[src/rtl/vpu_cfg_commit.sv]
// -----------------------------------------------------------------------------
// vpu_cfg_commit
//
// Commit queue for scalar results produced by the vector configuration unit
// (CSR reads and the new vl returned by vset[i]vl[i]). The config unit cannot
// be backpressured, so its results land in a small in-order circular FIFO. The
// CPU drains the FIFO through a valid/ready commit port. While the FIFO is
// full, issue is told to hold further config uOPs through cfg_stall_o. A
// result that still arrives while the FIFO is full, with no pop in the same
// cycle, is dropped and recorded in a sticky overflow flag.
//
// Parameters
//   DEPTH              queue entries; a power of two, >= 2
//
// Ports
//   clk_i              clock; all state changes on the rising edge
//   rst_i              synchronous, active-high reset
//   VCFG_read_valid_i  result strobe from the config unit (no backpressure)
//   VCFG_read_data_i   result value (CSR read data or new vl)
//   VCFG_rd_addr_i     destination scalar register, aligned with the strobe
//   VCFG_rd_we_i       the result must be written back (rd != x0)
//   flush_i            discard every queued result
//   commit_ready_i     CPU accepts the head entry this cycle
//   commit_valid_o     head entry valid
//   commit_rd_addr_o   head entry destination (0 while empty)
//   commit_data_o      head entry data (0 while empty)
//   cfg_stall_o        queue full: issue must not send a config uOP
//   count_o            current occupancy
//   overflow_o         sticky: a result was dropped; cleared only by reset
// -----------------------------------------------------------------------------
module vpu_cfg_commit #(
  parameter int DEPTH = 4
) (
  input  logic                     clk_i,
  input  logic                     rst_i,
  input  logic                     VCFG_read_valid_i,
  input  logic [31:0]              VCFG_read_data_i,
  input  logic [4:0]               VCFG_rd_addr_i,
  input  logic                     VCFG_rd_we_i,
  input  logic                     flush_i,
  input  logic                     commit_ready_i,
  output logic                     commit_valid_o,
  output logic [4:0]               commit_rd_addr_o,
  output logic [31:0]              commit_data_o,
  output logic                     cfg_stall_o,
  output logic [$clog2(DEPTH):0]   count_o,
  output logic                     overflow_o
);

  localparam int PTR_W = $clog2(DEPTH);
  localparam int CNT_W = PTR_W + 1;

  // Count value that means "every entry occupied".
  localparam logic [CNT_W-1:0] FULL_CNT = CNT_W'(DEPTH);

  typedef struct packed {
    logic [4:0]  rd_addr;
    logic [31:0] data;
  } entry_t;

  // ---------------------------------------------------------------------------
  // State
  // ---------------------------------------------------------------------------
  entry_t             mem [DEPTH];
  logic [PTR_W-1:0]   rd_ptr;
  logic [PTR_W-1:0]   wr_ptr;
  logic [CNT_W-1:0]   count;
  logic               overflow;

  // ---------------------------------------------------------------------------
  // Control decode
  // ---------------------------------------------------------------------------
  logic empty;
  logic full;
  logic push_req;   // a result that wants a slot this cycle
  logic pop;        // head entry leaves this cycle
  logic push;       // result actually written into the queue
  logic drop;       // result lost because the queue had no room

  always_comb begin
    empty    = (count == '0);
    full     = (count == FULL_CNT);
    // Results with rd_we clear never need a slot, and a flush cycle discards
    // whatever arrives alongside it.
    push_req = VCFG_read_valid_i && VCFG_rd_we_i && !flush_i;
    pop      = !empty && commit_ready_i && !flush_i;
    // A pop in the same cycle frees the head slot, so a full queue can still
    // accept a push: the write lands in the slot the read pointer is leaving
    // only when the queue is full, which is exactly the slot being popped.
    push     = push_req && (!full || pop);
    drop     = push_req && full && !pop;
  end

  // ---------------------------------------------------------------------------
  // Entry storage
  // ---------------------------------------------------------------------------
  // NOTE: the storage array is deliberately left out of reset. Occupancy and
  // pointers decide which entries are meaningful, and the commit outputs are
  // forced to zero while empty, so stale contents are never visible.
  always_ff @(posedge clk_i) begin
    if (push) begin
      mem[wr_ptr] <= '{rd_addr: VCFG_rd_addr_i, data: VCFG_read_data_i};
    end
  end

  // ---------------------------------------------------------------------------
  // Pointers, occupancy and overflow flag
  // ---------------------------------------------------------------------------
  // NOTE: every state register here uses non-blocking assignment so that all
  // of them sample the pre-edge values of push/pop/count together; a blocking
  // update would let one register see another's new value in the same edge.
  always_ff @(posedge clk_i) begin
    if (rst_i) begin
      rd_ptr   <= '0;
      wr_ptr   <= '0;
      count    <= '0;
      overflow <= 1'b0;
    end else if (flush_i) begin
      // Flush empties the queue but keeps the sticky error for software.
      rd_ptr <= '0;
      wr_ptr <= '0;
      count  <= '0;
    end else begin
      // Power-of-two depth: the natural pointer wrap is the modulo-DEPTH wrap.
      if (push) wr_ptr <= wr_ptr + PTR_W'(1);
      if (pop)  rd_ptr <= rd_ptr + PTR_W'(1);

      unique case ({push, pop})
        2'b10:   count <= count + CNT_W'(1);
        2'b01:   count <= count - CNT_W'(1);
        default: count <= count;
      endcase

      if (drop) overflow <= 1'b1;
    end
  end

  // ---------------------------------------------------------------------------
  // Outputs: all driven from registered state only, so commit_ready_i and the
  // incoming strobe never reach an output combinationally.
  // ---------------------------------------------------------------------------
  entry_t head;

  // NOTE: head gets a value on every path through this block, otherwise the
  // empty case would hold the previous value and infer a latch.
  always_comb begin
    head = '0;
    if (!empty) begin
      head = mem[rd_ptr];
    end
  end

  assign commit_valid_o   = !empty;
  assign commit_rd_addr_o = head.rd_addr;
  assign commit_data_o    = head.data;
  assign cfg_stall_o      = full;
  assign count_o          = count;
  assign overflow_o       = overflow;

endmodule
[config.mk]
export PLATFORM = sky130hd
export DESIGN_NAME = vpu_cfg_commit
export DESIGN_NICKNAME = d
export VERILOG_FILES = /design/src/rtl/vpu_cfg_commit.sv
export SDC_FILE = /design/constraint.sdc
export NUM_CORES = 1
export LEC_CHECK = 0
export ABC_CLOCK_PERIOD_IN_PS = 2900
export CAP_MARGIN = 5
export CORE_MARGIN = 3
export CORE_UTILIZATION = 50
export CTS_BUF_LIST = sky130_fd_sc_hd__clkbuf_8
export CTS_CLUSTER_DIAMETER = 80
export CTS_CLUSTER_SIZE = 40
export DETAILED_ROUTE_END_ITERATION = 12
export HOLD_SLACK_MARGIN = 0.12
export PLACE_DENSITY = 0.74
export SLEW_MARGIN = 15
export SYNTH_ARGS = -nofsm -noshare
export SYNTH_HDL_FRONTEND = slang
export SYNTH_SLANG_ARGS = --single-unit
[constraint.sdc]
create_clock -name clk_i -period 2.9 [get_ports clk_i]
set_input_delay 0.29 -clock clk_i [delete_from_list [all_inputs] [get_ports clk_i]]
set_output_delay 0.29 -clock clk_i [all_outputs]
set_load 0.1 [all_outputs]
==> flow_summary.toml <==
[hold_path]
holdPathStages = 2
min_delay_worst_endpoint = "overflow_o$_SDFFE_PP0P_"
hp-start = "rst_i"
hp-class = "primary input to flip-flop"

[cts]
clock_sinks = 158
numCtsBuffers = 17
clk_path_buf_depth = 2
htree_levels = 4
cts_tree = "yes"
hold_buffers = 0
clk_pin_slew_ns = 0.08
cts_resized = 0
root_buffer = "clkbuf_8"
worstSkewPairLatency_ns = 0.44
postCtsSetupBuffers = 0

[route]
firstDrtPassIters = 6
avgRoutedWirePerCell_um = 19.2
dr_total_vias = 3157
antenna_violating_nets_post_route = 0
drc = 0
totalWireLength_um = 11300
drtIter0Drc = 210
routed_via_density = 5.35

[die]
start_util = 0.517
dieArea_um2 = 13900
num_io_pins = 86
dieHeight_um = 118
die_w_um = 118
core-area_um2 = 12200
rows = 40

[sta]
timing.final.max_slew_violations = 0
post-route-period-util = 0.868
setup_viol = 0
min_period_ns = 2.52
worst_pin_slew_ns = 0.461
finalHoldViolCount = 0
clock.fmax_mhz = 397
finClkSkew_ns = 0.00784
max_slew_margin = 0.691
fin_tns_setup_ns = 0
rsz0062_at_grt = "no"

[synthesis]
syn_inst = 307
synth_edf_count = 148
synthesis.area_um2 = 6280
synth_nets = 355
syn_avg_cell_area_um2 = 20.5
seq_area_frac_synth = 0.739
ys_ff_latch = 158
ys_types = 38
synth-main-ff-cell = "edfxtp_1"
synth_warnings = 0
async_reset_ff_frac = 0

[grt]
grt_pass1_wl_um = 17700
grt_usage = 0.169
antenna_found_initial = 0
grt_start_max_net_pins = 24
overflow = 0
first_global_vias = 3335

[run]
max-cap-violations = 0

[setup_path]
cp_top_family = "buffers and inverters"
start_kind = "flip-flop"
endpoint_kind = "output pin"
crit_buf_inv = 3
rrSetupSlack_ns = 0.62
crit_path_max_fanout = 23
timing.rr.start = "count_o[1]$_SDFFE_PP0P_"
r2r_cells = 7
required_ns = 2.61
crit_type = "flip-flop to output pin"
rr_endpoint = "count_o[2]$_SDFFE_PP0P_"
crit_arrival_ns = 2.23
cp_slowest_stage_delay_ns = 0.56
crit_slowest_cell = "dfxtp_1"
crit_chain = "nor3_4 > inv_2 > buf_4 > and2_1 > buf_12"

[power_and_ir_drop]
irDropWorstVdd_v = 0.000489
powerDensity_nw_per_um2 = 629
p_leak_nw = 2.63

[place]
gp_congestion = 0.810
numPortBuffers = 85
place_hpwl_um = 7020
place_area_um2 = 7480

[layout]
multi_input_area_um2 = 1510
regArea_um2 = 4650
drive_above_1_share = 0.334
num_antenna_cells = 0
layout_commonest_cell = "edfxtp_1"
fin_nets = 458
layout_common_cells = "148 x edfxtp_1, 42 x clkdlybuf4s50_1, 37 x buf_4"
nFillCells = 812
syn_to_final_growth_pct = 25.9
stdcell_area_um2 = 7910

[run_status]
outcome = "complete, no violations"
## power breakdown
group	switching [W]	internal, W	leakage (nW)	total [W]
Clock	0.000778	0.000934	0.212	0.00171
Sequential	0.0000117	0.00251	1.42	0.00252
Combinational	0.000499	0.000245	0.995	0.000744
Total	0.00129	0.00369	2.63	0.00498
## flip-flops by register name, indices dropped and copies added (netlist names), named ones only
signal	count
rd_ptr	2
wr_ptr	2
overflow_o	1
count_o	3
mem	148
## logic make-up after synthesis
logic type	count (synthesis)	synth area share
and+or+nand+nor	66	0.0659
buffers and inverters	20	0.0231
AOI/OAI and AO/OA	16	0.0167
xor gates and xnor gates	4	0.00558
muxes	38	0.138
adders and majority gates	5	0.0112
DFF	158	0.739
## how the worst max path moves through the flow
| stage | startpoint | end | slack (ns) | cells past startpoint |
|---|---|---|---|---|
| final | count_o[1]$_SDFFE_PP0P_ | commit_data_o[16] | 0.38 | 5 |
| after floorplan | count_o[1]$_SDFFE_PP0P_ | mem[1][0]$_DFFE_PP_ | 0.002 | 4 |
| after global routing | count_o[1]$_SDFFE_PP0P_ | commit_data_o[16] | 0.27 | 5 |
| after global placement | VCFG_read_valid_i | count_o[2]$_SDFFE_PP0P_ | 0.35 | 9 |
| after CTS | count_o[1]$_SDFFE_PP0P_ | commit_data_o[16] | 0.34 | 5 |
| after detailed placement | VCFG_read_valid_i | count_o[2]$_SDFFE_PP0P_ | 0.25 | 9 |
## cells in the mapped netlist (2+ instances only)
master      n  area share
nor2_1      8      0.0048
buf_12      3      0.0096
buf_2       4      0.0032
buf_6       2      0.0036
xnor2_1     2      0.0028
edfxtp_1  148        0.71
clkbuf_1    5      0.0030
o21ai_0     2      0.0016
xor2_1      2      0.0028
mux4_1      7       0.029
mux4_2     30        0.11
or2_2       2      0.0020
a21oi_1     7      0.0056
and2_1     43       0.043
inv_1       4      0.0024
o21a_1      2      0.0024
ha_1        4      0.0080
nand2_1     3      0.0018
dfxtp_1    10       0.032
## stage by stage
| stage | power [W] | hold slack (ns) | util | setup slack, ns | cells |
|---|---|---|---|---|---|
| after global routing | 0.00515 | 0.446 | 0.651 | 0.270 | 590 |
| after CTS | 0.00503 | 0.436 | 0.651 | 0.338 | 590 |
| after global placement | 0.00331 | 0.484 | 0.615 | 0.350 | 559 |
| after detailed placement | 0.00332 | 0.480 | 0.615 | 0.251 | 559 |
| final | 0.00498 | 0.469 | 0.651 | 0.383 | 590 |
| after floorplan | 0.00307 | 0.356 | - | 0.00204 | 307 |
## final cells by class
type,instances,share of cell area
inverters,5,0.00237
well taps,168,0.0266
clock inverters,14,0.0245
repair buffers,99,0.139
flip-flops and latches,158,0.587
multi-input cells,129,0.191
clock buffers,17,0.0296
## worst reg2reg max path, cell delays in order (launching register included)
cell and delay, ns:
dfxtp_1 0.56, nor3_4 0.09, or3_1 0.38, fa_1 0.44, nor4bb_1 0.39, a21oi_1 0.07
a21oi_1 0.16, a21oi_1 0.08
## metal layers
layer  track usage  up-vias  wire length, um
met3        0.0610       11              662
met2         0.280       81             5850
met1         0.210     1636             4660
met4        0.0520        0              140
met5             0        -                0
li1              -     1429                -
Note: power is estimated with default switching activity, not from simulation.
